### config.mk
export PLATFORM = sky130hd
export DESIGN_NAME = dac_spi_driver
export DESIGN_NICKNAME = d
export VERILOG_FILES = /design/src/rtl/dac_spi_driver.sv
export SDC_FILE = /design/constraint.sdc
export NUM_CORES = 1
export LEC_CHECK = 0
export ABC_CLOCK_PERIOD_IN_PS = 2130
export CORE_MARGIN = 4
export CORE_UTILIZATION = 45
export CTS_CLUSTER_SIZE = 16
export DETAILED_ROUTE_END_ITERATION = 12
export MAX_ROUTING_LAYER = met4
export SYNTH_ARGS = -nofsm -noshare
export SYNTH_HDL_FRONTEND = slang
export SYNTH_SLANG_ARGS = --single-unit
### constraint.sdc
create_clock -name sysclk -period 2.13 [get_ports sysclk]
set_input_delay 0.3195 -clock sysclk [delete_from_list [all_inputs] [get_ports sysclk]]
set_output_delay 0.3195 -clock sysclk [all_outputs]
set_load 0.05 [all_outputs]
### src/rtl/dac_spi_driver.sv
`default_nettype none
// ============================================================================
//  Module      : dac_spi_driver
//  Description : Builds a 16-bit write frame for an MCP4911-class 10-bit DAC
//                from a processed sample. Shifts the frame out MSB first over
//                SPI (mode 0, SCK idles low), then pulses LDAC to update the
//                DAC output. One sample can wait in a pending register, so a
//                strobe that arrives mid-frame is not lost.
//  Ports       : sysclk   - system clock, rising edge only
//                reset_n  - asynchronous active-low reset
//                data_in  - 10-bit offset-binary sample
//                load     - sample strobe, active high
//                dac_sdi  - SPI data, MSB first
//                dac_sck  - SPI clock, idle low
//                dac_cs   - chip select, active low
//                dac_ld   - LDAC, active low, one pulse per frame
//                busy     - frame or LDAC pulse in progress
//                done     - one-cycle pulse at frame completion
//  Revision    : 1.0 - initial release
// ============================================================================
module dac_spi_driver #(
    parameter int CLK_DIV = 25,   // sysclk cycles per SCK half-period, 1..255
    parameter bit BUF     = 1'b0, // frame bit 14, VREF buffer enable
    parameter bit GA_N    = 1'b1  // frame bit 13, 1 = gain 1x
) (
    input  logic       sysclk,
    input  logic       reset_n,
    input  logic [9:0] data_in,
    input  logic       load,
    output logic       dac_sdi,
    output logic       dac_sck,
    output logic       dac_cs,
    output logic       dac_ld,
    output logic       busy,
    output logic       done
);

    localparam int             c_DIV_W    = 8;
    localparam logic [c_DIV_W-1:0] c_DIV_LAST = c_DIV_W'(CLK_DIV - 1);

    localparam logic [1:0] S_IDLE  = 2'd0;
    localparam logic [1:0] S_SHIFT = 2'd1;
    localparam logic [1:0] S_STOP  = 2'd2;
    localparam logic [1:0] S_LDAC  = 2'd3;

    logic [1:0]         state_q,      state_d;
    logic [c_DIV_W-1:0] div_q,        div_d;
    logic [3:0]         bit_q,        bit_d;
    logic [15:0]        shreg_q,      shreg_d;
    logic               sck_q,        sck_d;
    logic               sdi_q,        sdi_d;
    logic               cs_q,         cs_d;
    logic               ld_q,         ld_d;
    logic               busy_q,       busy_d;
    logic               done_q,       done_d;
    logic               pend_valid_q, pend_valid_d;
    logic [9:0]         pend_data_q,  pend_data_d;

    logic               w_div_end;
    logic [15:0]        w_frame;

    function automatic logic [15:0] build_frame(input logic [9:0] d);
        return {1'b0, BUF, GA_N, 1'b1, d, 2'b00};
    endfunction

    assign w_div_end = (div_q == c_DIV_LAST);

    // A fresh strobe in IDLE takes priority over the pending word.
    assign w_frame = load ? build_frame(data_in) : build_frame(pend_data_q);

    // ------------------------------------------------------------------------
    // State and datapath registers
    // ------------------------------------------------------------------------
    always_ff @(posedge sysclk or negedge reset_n) begin
        if (!reset_n) begin
            state_q      <= S_IDLE;
            div_q        <= '0;
            bit_q        <= '0;
            shreg_q      <= '0;
            sck_q        <= 1'b0;
            sdi_q        <= 1'b0;
            cs_q         <= 1'b1;
            ld_q         <= 1'b1;
            busy_q       <= 1'b0;
            done_q       <= 1'b0;
            pend_valid_q <= 1'b0;
            pend_data_q  <= '0;
        end else begin
            state_q      <= state_d;
            div_q        <= div_d;
            bit_q        <= bit_d;
            shreg_q      <= shreg_d;
            sck_q        <= sck_d;
            sdi_q        <= sdi_d;
            cs_q         <= cs_d;
            ld_q         <= ld_d;
            busy_q       <= busy_d;
            done_q       <= done_d;
            pend_valid_q <= pend_valid_d;
            pend_data_q  <= pend_data_d;
        end
    end

    // ------------------------------------------------------------------------
    // Next-state logic
    // ------------------------------------------------------------------------
    always_comb begin
        state_d = state_q;
        case (state_q)
            S_IDLE:  if (load || pend_valid_q)                 state_d = S_SHIFT;
            S_SHIFT: if (w_div_end && sck_q && (bit_q == 4'd0)) state_d = S_STOP;
            S_STOP:  if (w_div_end)                            state_d = S_LDAC;
            S_LDAC:  if (w_div_end)                            state_d = S_IDLE;
            default:                                           state_d = S_IDLE;
        endcase
    end

    // ------------------------------------------------------------------------
    // Datapath and output-register next values
    // ------------------------------------------------------------------------
    always_comb begin
        div_d        = div_q;
        bit_d        = bit_q;
        shreg_d      = shreg_q;
        sck_d        = sck_q;
        sdi_d        = sdi_q;
        pend_valid_d = pend_valid_q;
        pend_data_d  = pend_data_q;

        // Pin levels follow the state being entered, so they change on the
        // same edge as the transition and stay registered.
        cs_d   = (state_d != S_SHIFT);
        ld_d   = (state_d != S_LDAC);
        busy_d = (state_d != S_IDLE);
        done_d = (state_q == S_LDAC) && (state_d == S_IDLE);

        case (state_q)
            S_IDLE: begin
                div_d = '0;
                sck_d = 1'b0;
                if (load || pend_valid_q) begin
                    shreg_d      = w_frame;
                    sdi_d        = w_frame[15];
                    bit_d        = 4'd15;
                    pend_valid_d = 1'b0;
                end
            end
            S_SHIFT: begin
                if (w_div_end) begin
                    div_d = '0;
                    if (!sck_q) begin
                        sck_d = 1'b1;
                    end else begin
                        // End of a bit cell: SCK falls and, unless this was
                        // bit 0, the next bit is presented while SCK is low.
                        sck_d = 1'b0;
                        if (bit_q != 4'd0) begin
                            bit_d   = bit_q - 4'd1;
                            shreg_d = {shreg_q[14:0], shreg_q[15]};
                            sdi_d   = shreg_q[14];
                        end
                    end
                end else begin
                    div_d = div_q + 1'b1;
                end
            end
            S_STOP, S_LDAC: begin
                div_d = w_div_end ? '0 : div_q + 1'b1;
            end
            default: begin
                div_d = '0;
            end
        endcase

        // Strobes outside IDLE park in the pending register; the last wins.
        if ((state_q != S_IDLE) && load) begin
            pend_valid_d = 1'b1;
            pend_data_d  = data_in;
        end
    end

    assign dac_sdi = sdi_q;
    assign dac_sck = sck_q;
    assign dac_cs  = cs_q;
    assign dac_ld  = ld_q;
    assign busy    = busy_q;
    assign done    = done_q;

endmodule
`default_nettype wire

==> out/results.tsv <==
metric	value	unit
status	finished clean	
minimum clock period after layout	1.987	ns
Max IR drop VDD	0.0003266	V
syn_area_per_cell	11.44	um2
Final #Nets	244	
# setup viols final	0	
CTS Buffer Depth	2	
CP max stage delay	0.87	ns
CTS tree	done	
mapped cell area	2276	um2
Crit path max-delay family	buffers and inverters	
# IOs	19	
remaining global-route overflow	0	
Cell Count, Final, Fillers Out	294	
total routed wirelength	3.995	mm
row count	25	
Leak	0.001231	uW
Arr. time, crit path	1.67	ns
CP cell instances	clkdlybuf4s50_1	
largest net degree at the start of global routing	27	
port bufs	18	
Setup crit start kind	register	
wire length per cell	13.59	um
Clock Latency Late Sink	0.29	ns
Area Overhead vs Synth	18.31	%
initial DRC count	45	
Worst-Margin Slew	0.6144	ns
placed cells	282	
most frequent cells in the layout	44 x dfrtp_1, 19 x mux2_2, 18 x mux2i_1, 18 x nand2_1	
WS Path Type	reg2out	
Crit path buffers/inverters	1	
Die W	79.12	um
first-pass GRT wire length	7.058	mm
DP Wirelength	2.910	mm
drt first pass iters	4	
Req. time, crit path	1.81	ns
via count	1487	
Rel. slew slack	59.03	%
clk sinks	46	
Crit Path Max Fanout	9	
Hold WC Path Type	reg2reg	
Diodes inserted	0	
commonest non-fill, non-tap cell in the layout	dfrtp_1	
DRC Markers	0	
sequential share of the synthesized area	50.69	%
maxcap violations	0	
CTS Root Cell	clkbuf_8	
fill count	439	
post-synth cell types	41	
share of cells above drive strength 1	23.35	%
unrepaired setup endpoints after global routing	false	
max-slew violations	0	
Num CTS Buffers	5	
Tcrit/Tclk final	93.27	%
largest cells by area after synthesis	dfrtp_1 48%, mux2_2 9.4%, mux2i_1 7.9%	
Initial Utilization	47.25	%
Mapped Nets	216	
vias in the first global route	1532	
clk_skew	0.006306	ns
YS warnings	0	
master of the slowest instance on the critical path	clkdlybuf4s50_1	
FMAX	503.4	MHz
Via density	5.058	
top cell type's share of synthesized area	48.38	%
largest area contributor in the netlist	dfrtp_1	
CP endpoint kind	primary output	
Reg clk slew, reported paths	0.08	ns
die height	79.12	um
final setup TNS	0	ns
synthesis-stage register bit count	46	
core box area	4817	um2
GP Congestion	0.7907	
Antenna Violating Nets Remaining	0	
Syn Inst Count	199	
Tot Pwr	1647	uW
die area	6259	um2
initial antenna violation count	0	
Hold Vio Cnt, Final	0	
H-tree depth	2	
Pwr per Cell Area	611.6	nW/um2
GRT Util Overall	14.92	%
layout make-up:
class | instances | area [um2] | area share [%]
clock buffers | 6 | 82.58 | 3.067
inverters | 11 | 41.29 | 1.533
clock inverters | 1 | 30.03 | 1.115
well taps | 67 | 83.83 | 3.113
flip-flops and latches | 46 | 1154 | 42.84
repair buffers | 31 | 300.3 | 11.15
multi-input cells | 132 | 1001 | 37.17
final timing paths:
| kind | cells past startpoint | slack [ns] | startpoint | endpoint |
|---|---|---|---|---|
| hold / removal | 1 | 0.51 | pend_data_q[5] | pend_data_q[5] |
| setup reg to reg | 8 | 0.23 | bit_q[0] | shreg_q[11] |
| setup / recovery | 1 | 0.14 | dac_sck | dac_sck |
| max in group asynchronous | 3 | 1.01 | reset_n | dac_cs |
| min in group asynchronous | 2 | 0.53 | reset_n | div_q[2] |
| hold reg to reg | 1 | 0.51 | pend_data_q[5] | pend_data_q[5] |
cell families (layout without fill, tap and decap cells):
| kind of cell | count (synthesis) | after routing | share of synthesized area [%] |
|---|---|---|---|
| AO/OA/AOI/OAI | 20 | 20 | 6.103 |
| XOR/XNOR | 7 | 7 | 2.694 |
| adder cells (fa/ha/maj) | 4 | 4 | 2.199 |
| buffers and inverters | 21 | 49 | 5.332 |
| flip-flops | 46 | 46 | 50.69 |
| multiplexers | 41 | 41 | 19.96 |
| AND/OR/NAND/NOR | 60 | 60 | 13.03 |
metrics by stage:
step           hold slack (ns)  area (um2)  utilization, %  setup slack [ns]
2_1_floorplan          0.02391        2276               -            0.1849
3_3_place_gp            0.3119        2527           52.47            0.1752
3_5_place_dp            0.3199        2527           52.47           0.07382
4_1_cts                 0.5122        2650           55.01           0.08856
5_1_grt                 0.5302        2693           55.90           0.07517
6_report                0.5086        2693           55.90            0.1434
per-layer routing:
metal | vias up | global-route usage, % | part of all wire [%] | wire (um)
met2 | 27 | 23.48 | 48 | 1907
met3 | 8 | 3.515 | 3.2 | 127
met4 | 0 | 6.014 | 1.9 | 77
li1 | 737 | - | - | -
met1 | 715 | 18.65 | 47 | 1883
met5 | - | - | 0 | 0
synthesized netlist by cell type (all sizes together):
library cell,n
dfrtp,44
mux2,23
mux2i,18
nand2,18
nor2,18
o21ai,13
inv,11
nand3,7
buf,6
xor2,5
and3,4
ha,4
clkbuf,3
nand4,3
nor2b,3
nor3,3
dfstp,2
xnor2,2
a21oi,1
a22o,1
a22oi,1
a311oi,1
a41o,1
a41oi,1
and2,1
and4bb,1
clkdlybuf4s25,1
nand2b,1
nor3b,1
o2bb2ai,1
flip-flops by register name (all words and copies together), names as in the netlist:
signal	count
busy	1
dac_sck	1
div_q	8
shreg_q	16
pend_data_q	10
bit_q	4
dac_cs	1
pend_valid_q	1
dac_ld	1
done	1
state_q	2
where the power goes:
group          switching (uW)  leakage [uW]  internal (uW)
registers                9.21      0.000547            893
clock network             275     0.0000573            375
logic                    42.2      0.000627           52.9
total                     326       0.00123           1320
timing repair:
item,CTS,global route
hold endpoints to repair,3,0
buffers inserted,0,4
hold buffers,1,0
endpoints found under the setup margin,0,6
resized for setup,0,0
No activity file was read; power rests on OpenSTA's default activity.
